<file path="src/rtl/digit_entry_pkg.sv">
// Shared types and constants for the four-digit BCD entry block.
// Command priority is encoded in cmd_t order: higher value wins.
package digit_entry_pkg;

    localparam int         DIGITS  = 4;
    localparam logic [3:0] BCD_MAX = 4'd9;

    typedef enum logic [1:0] {
        ST_IDLE,
        ST_EDIT,
        ST_COMMIT
    } state_t;

    typedef enum logic [2:0] {
        CMD_NONE,
        CMD_DEC,
        CMD_INC,
        CMD_SEL,
        CMD_LOAD
    } cmd_t;

    function automatic cmd_t pick_cmd(
        input logic load,
        input logic sel,
        input logic inc,
        input logic dec
    );
        if (load) return CMD_LOAD;
        if (sel)  return CMD_SEL;
        if (inc)  return CMD_INC;
        if (dec)  return CMD_DEC;
        return CMD_NONE;
    endfunction

    function automatic logic [3:0] bcd_step(
        input logic [3:0] d,
        input logic       up
    );
        if (up) return (d >= BCD_MAX) ? 4'd0 : d + 4'd1;
        return (d == 4'd0 || d > BCD_MAX) ? BCD_MAX : d - 4'd1;
    endfunction

endpackage

</file>
<file path="src/rtl/digit_entry_debounce.sv">
// Pushbutton conditioner: 2-FF synchroniser, stability counter and
// one-cycle registered pulse on each accepted press.
module button_debounce #(
    parameter int DB_CYCLES = 250000
) (
    input  logic i_clk,
    input  logic i_rst,
    input  logic i_raw,
    output logic o_press
);

    localparam int CW = $clog2(DB_CYCLES + 1);

    logic          r_s1;
    logic          r_s2;
    logic          r_db;
    logic          r_db_q;
    logic          r_pulse;
    logic [CW-1:0] r_cnt;

    always_ff @(posedge i_clk) begin
        if (i_rst) begin
            r_s1    <= 1'b0;
            r_s2    <= 1'b0;
            r_db    <= 1'b0;
            r_db_q  <= 1'b0;
            r_pulse <= 1'b0;
            r_cnt   <= '0;
        end else begin
            r_s1    <= i_raw;
            r_s2    <= r_s1;
            r_db_q  <= r_db;
            r_pulse <= r_db & ~r_db_q;
            // Any return to the accepted level restarts the stability count
            if (r_s2 != r_db) begin
                if (r_cnt == CW'(DB_CYCLES - 1)) begin
                    r_db  <= ~r_db;
                    r_cnt <= '0;
                end else begin
                    r_cnt <= r_cnt + 1'b1;
                end
            end else begin
                r_cnt <= '0;
            end
        end
    end

    assign o_press = r_pulse;

endmodule

</file>
<file path="src/rtl/digit_entry.sv">
// Four-digit BCD entry: select/increment/decrement/load buttons drive
// an IDLE/EDIT/COMMIT FSM with a blinking selected digit.
module digit_entry #(
    parameter int DB_CYCLES    = 250000,
    parameter int BLINK_CYCLES = 12500000
) (
    input  logic       CLK,
    input  logic       R,
    input  logic       CE,
    input  logic       BTN_SEL,
    input  logic       BTN_INC,
    input  logic       BTN_DEC,
    input  logic       BTN_LOAD,
    output logic [3:0] W,
    output logic [3:0] X,
    output logic [3:0] Y,
    output logic [3:0] Z,
    output logic [3:0] DP,
    output logic [3:0] BLANK,
    output logic       LOAD_VALID,
    output logic       EDITING
);

    import digit_entry_pkg::*;

    localparam int BW = $clog2(BLINK_CYCLES + 1);

    logic                   w_p_sel;
    logic                   w_p_inc;
    logic                   w_p_dec;
    logic                   w_p_load;
    cmd_t                   w_cmd;

    state_t                 r_state;
    state_t                 w_state_n;
    logic [1:0]             r_sel;
    logic [1:0]             w_sel_n;
    logic [DIGITS-1:0][3:0] r_dig;
    logic [DIGITS-1:0][3:0] w_dig_n;
    logic [BW-1:0]          r_bcnt;
    logic [BW-1:0]          w_bcnt_n;
    logic                   r_phase;
    logic                   w_phase_n;

    button_debounce #(.DB_CYCLES(DB_CYCLES)) u_db_sel (
        .i_clk(CLK), .i_rst(R), .i_raw(BTN_SEL), .o_press(w_p_sel)
    );
    button_debounce #(.DB_CYCLES(DB_CYCLES)) u_db_inc (
        .i_clk(CLK), .i_rst(R), .i_raw(BTN_INC), .o_press(w_p_inc)
    );
    button_debounce #(.DB_CYCLES(DB_CYCLES)) u_db_dec (
        .i_clk(CLK), .i_rst(R), .i_raw(BTN_DEC), .o_press(w_p_dec)
    );
    button_debounce #(.DB_CYCLES(DB_CYCLES)) u_db_load (
        .i_clk(CLK), .i_rst(R), .i_raw(BTN_LOAD), .o_press(w_p_load)
    );

    assign w_cmd = CE ? pick_cmd(w_p_load, w_p_sel, w_p_inc, w_p_dec)
                      : CMD_NONE;

    always_ff @(posedge CLK) begin
        if (R) begin
            r_state <= ST_IDLE;
            r_sel   <= 2'd0;
            r_dig   <= '0;
            r_bcnt  <= '0;
            r_phase <= 1'b0;
        end else begin
            r_state <= w_state_n;
            r_sel   <= w_sel_n;
            r_dig   <= w_dig_n;
            r_bcnt  <= w_bcnt_n;
            r_phase <= w_phase_n;
        end
    end

    always_comb begin
        w_state_n = r_state;
        w_sel_n   = r_sel;
        w_dig_n   = r_dig;
        w_bcnt_n  = '0;
        w_phase_n = 1'b0;
        if (r_state == ST_EDIT) begin
            w_phase_n = r_phase;
            if (r_bcnt == BW'(BLINK_CYCLES - 1)) begin
                w_phase_n = ~r_phase;
            end else begin
                w_bcnt_n = r_bcnt + 1'b1;
            end
        end
        unique case (r_state)
            ST_IDLE: begin
                if (w_cmd == CMD_LOAD) begin
                    w_state_n = ST_COMMIT;
                end else if (w_cmd == CMD_SEL) begin
                    w_state_n = ST_EDIT;
                    w_sel_n   = 2'd0;
                end
            end
            ST_EDIT: begin
                // Edits restart the blink so the touched digit shows at once
                unique case (w_cmd)
                    CMD_LOAD: w_state_n = ST_COMMIT;
                    CMD_SEL: begin
                        w_sel_n   = r_sel + 2'd1;
                        w_bcnt_n  = '0;
                        w_phase_n = 1'b0;
                    end
                    CMD_INC, CMD_DEC: begin
                        w_dig_n[r_sel] = bcd_step(r_dig[r_sel],
                                                  w_cmd == CMD_INC);
                        w_bcnt_n  = '0;
                        w_phase_n = 1'b0;
                    end
                    default: ;
                endcase
            end
            ST_COMMIT: begin
                w_state_n = ST_IDLE;
                w_sel_n   = 2'd0;
            end
            default: w_state_n = ST_IDLE;
        endcase
    end

    assign W          = r_dig[3];
    assign X          = r_dig[2];
    assign Y          = r_dig[1];
    assign Z          = r_dig[0];
    assign EDITING    = (r_state == ST_EDIT);
    assign LOAD_VALID = (r_state == ST_COMMIT);
    assign DP         = EDITING ? (4'b0001 << r_sel) : 4'b0000;
    assign BLANK      = (EDITING && r_phase) ? (4'b0001 << r_sel) : 4'b0000;

endmodule

</file>
<file path="config.mk">
export PLATFORM = sky130hd
export DESIGN_NAME = digit_entry
export DESIGN_NICKNAME = d
export VERILOG_FILES = /design/src/rtl/digit_entry_pkg.sv /design/src/rtl/digit_entry_debounce.sv /design/src/rtl/digit_entry.sv
export SDC_FILE = /design/constraint.sdc
export NUM_CORES = 1
export LEC_CHECK = 0
export CELL_PAD_IN_SITES_DETAIL_PLACEMENT = 0
export CELL_PAD_IN_SITES_GLOBAL_PLACEMENT = 1
export CORE_MARGIN = 8
export CORE_UTILIZATION = 46
export DETAILED_ROUTE_END_ITERATION = 7
export GPL_TIMING_DRIVEN = 0
export MAX_ROUTING_LAYER = met4
export PLACE_DENSITY_LB_ADDON = 0.05
export SETUP_SLACK_MARGIN = 0.4
export SYNTH_ARGS = -nofsm -noshare
export SYNTH_HDL_FRONTEND = slang
export SYNTH_SLANG_ARGS = --single-unit
export TNS_END_PERCENT = 50
</file>
<file path="constraint.sdc">
create_clock -name CLK -period 3.04 [get_ports CLK]
set_input_delay 0.608 -clock CLK [delete_from_list [all_inputs] [get_ports CLK]]
set_output_delay 0.608 -clock CLK [all_outputs]
set_load 0.1 [all_outputs]
</file>
==> out/results.ini <==
[synth]
syn_inst=692
synth_flop_cell=dfxtp_1
ys_ff_latch=137
async_flop_share=0
avgSynthCellArea_sq_um=8.82
syn_nets=711
yosysUniqueCellTypes=49
synth_top_family_by_area=simple AND/OR/NAND/NOR gates
synth-edff-count=0
synth_compound_area_frac=0.0404
synthSimpleGateAreaFrac=0.294
yosysWarnings=0
synth_mux_area_frac=0.0322
synth_adder_area_share=0.0246
yosysSeqAreaShare=0.449
synth.cell_area_sq_mm=0.00610
synth_xor_area_frac=0.129

[setup_path]
cp_max_fo=8
critPathCaptureType=flop
slowest_stage=mux4_2
max_stage_delay_ns=0.61
cp_cell_sequence=buf_8 > mux4_2 > ha_4 > nand2b_2 > o41ai_2 > a311oi_1 > or4_4 > o31ai_2
cp_data_arrival_time_ns=2.93
cp-start-kind=flop
critPathBufInv=1
crit_type=reg -> reg
cp.required_ns=3.36
path_delay_family=simple AND/OR/NAND/NOR gates

[sta]
post-route-min-period_ns=2.61
fmax_mhz=383
slew_viol_final=0
finalClockSkew_ns=0.00918
min_period_over_period=0.858
worstMarginPinSlew_ns=0.988
finalHoldViolations=0
rsz0062_at_grt=yes
setup_viol=0
slew_headroom=0.340
final.setup.tns_ns=0

[drt]
drt_iter0_drc=228
wl_per_cell_microns=13.7
routed_wl_mm=12.8
drc=0
ant_nets=0
post_drt_via_cell_ratio=5.12
drtPass1Iterations=4
vias=4773

[power]
combinationalPowerShare=0.010
p_int_uw=3230
pwr-share-seq=0.449
netSwitchingPower_uw=792
power.density_mw_per_mm2=548
total_power_uw=4020
p_leak_uw=0.00242
p_clk_frac=0.541
peakVddDrop_v=0.000351
swShare=0.197

[layout]
final_util=0.561
diodes=0
layout.nets=764
drive_above_1_share=0.111
syn2layout_area_growth_pct=20.3

[die]
coreArea_sq_mm=0.0131
die_w_microns=131
start_util=0.466
fp-row-count=42
fp.dieH_microns=131
ios=33
die_area_sq_mm=0.0172

[clock_tree]
ctsHtreeMaxLevel=4
cts_sinks=137
cts.clk_slew.worst_paths_ns=0.06
cts-hold-fix-buffers=0
clock-root-buffer=clkbuf_16
cts_made_buffers=17
cts_buffer_depth=2
insertion_delay_ns=0.42
cts_tree=built

[placement]
port-buffer-count=32
routabilityCongestion=0.798
dp_hpwl_mm=8.99

[global_routing]
antenna_found_initial=0
grt_overflow_total=0
grt_pass1_vias=4768
track_usage=0.157
grt_max_degree=17
grt_pass1_wl_mm=22.0

[flow_run]
drv_cap=0

[min_path]
hold_class=reg -> reg

[run_status]
outcome=finished clean

## final timing paths
check                                      from                to  cells after the start  slack [ns]
worst max register to register         r_sel[0]              X[3]                      8        0.43
worst min-delay path            u_db_inc.r_db_q  u_db_inc.o_press                      1        0.39
worst min register to register  u_db_inc.r_db_q  u_db_inc.o_press                      1        0.39
worst max-delay path                   r_sel[0]              X[3]                      8        0.43
## cell usage in the layout (no fill, tap or decap), drive strengths merged, types with 9 or more instances in the layout
master | Yosys | routed
nor2 | 151 | 151
nand4 | 16 | 16
nor2b | 20 | 20
buf | 4 | 11
xor2 | 37 | 37
and3 | 14 | 14
clkdlybuf4s50 | 0 | 22
xnor2 | 53 | 53
dfxtp | 137 | 137
and4 | 12 | 12
clkbuf | 18 | 41
nand3 | 40 | 40
nor4 | 9 | 9
nor3 | 19 | 19
nand2 | 38 | 38
nand3b | 9 | 9
ha | 12 | 12
inv | 22 | 22
## final cells by class
type,instances,area (sq um)
repair buffers,34,309
well taps,176,220
flip-flops and latches,137,2750
clock inverters,11,171
plain buffers,22,108
inverters,22,82.6
multi-input cells,511,3240
clock buffers,20,457
fillers,1227,5750
## cells by family (layout without fill, tap and decap cells)
family,after synthesis,in the layout
buffers and inverters,44,109
and+or+nand+nor,359,359
xor gates and xnor gates,90,90
DFF,137,137
muxes,14,14
AOI/OAI and AO/OA,36,36
adders and majority gates,12,12
## cells in the mapped netlist, drive strengths merged, types with 7 or more instances
| master | instances | area [sq um] |
|---|---|---|
| a211oi | 8 | 60.1 |
| a21oi | 7 | 38.8 |
| and3 | 14 | 87.6 |
| and4 | 12 | 105 |
| clkbuf | 18 | 67.6 |
| dfxtp | 137 | 2740 |
| ha | 12 | 150 |
| inv | 22 | 82.6 |
| mux2i | 8 | 80.1 |
| nand2 | 38 | 143 |
| nand3 | 40 | 200 |
| nand3b | 9 | 67.6 |
| nand4 | 16 | 100 |
| nor2 | 151 | 567 |
| nor2b | 20 | 125 |
| nor3 | 19 | 100 |
| nor4 | 9 | 56.3 |
| xnor2 | 53 | 464 |
| xor2 | 37 | 324 |
## repair_timing
item | in CTS | in global routing
resized for setup | 41 | 21
pin swaps | 0 | 0
endpoints found under the setup margin | 14 | 45
buffers inserted | 0 | 2
## routing by layer
layer,track usage,part of all wire,up-vias,wire length (microns)
li1,-,-,2452,-
met1,0.195,0.50,2242,6380
met2,0.241,0.46,62,5810
met3,0.0427,0.030,17,377
met4,0.0555,0.015,0,187
met5,-,0,-,0
## per-stage QoR
step	cells	cell area (sq um)	hold WS [ns]	setup WS, ns
after global placement	900	6650	0.375	0.0893
after global routing	933	7340	0.398	0.338
after detailed placement	900	6650	0.372	0.0553
after floorplan	692	6110	0.367	0.347
final	933	7340	0.390	0.431
after CTS	931	7260	0.389	0.145
## flip-flops by register name, indices dropped and copies added (netlist names), 2 cells and up
name	flops
u_db_load.r_cnt	18
r_sel	2
Y	4
r_state	2
X	4
W	4
u_db_inc.r_cnt	18
u_db_sel.r_cnt	18
r_bcnt	24
Z	4
u_db_dec.r_cnt	18
## worst register-to-register path, cell delays in order, from the launching register on
cell and delay, ns:
dfxtp_2 0.36, buf_8 0.14, mux4_2 0.61, ha_4 0.21, nand2b_2 0.22, o41ai_2 0.22, a311oi_1 0.08, or4_4 0.47
o31ai_2 0.21
## power by group through the flow
stage,combinational [uW],clock [uW],sequential [uW]
3_5_place_dp,42.1,0,1850
3_3_place_gp,41.6,0,1840
4_1_cts,42.3,2230,1810
6_report,41.7,2180,1810
2_1_floorplan,23.4,0,1840
5_1_grt,46.6,2310,1810
No activity file was read; power rests on OpenSTA's default activity.
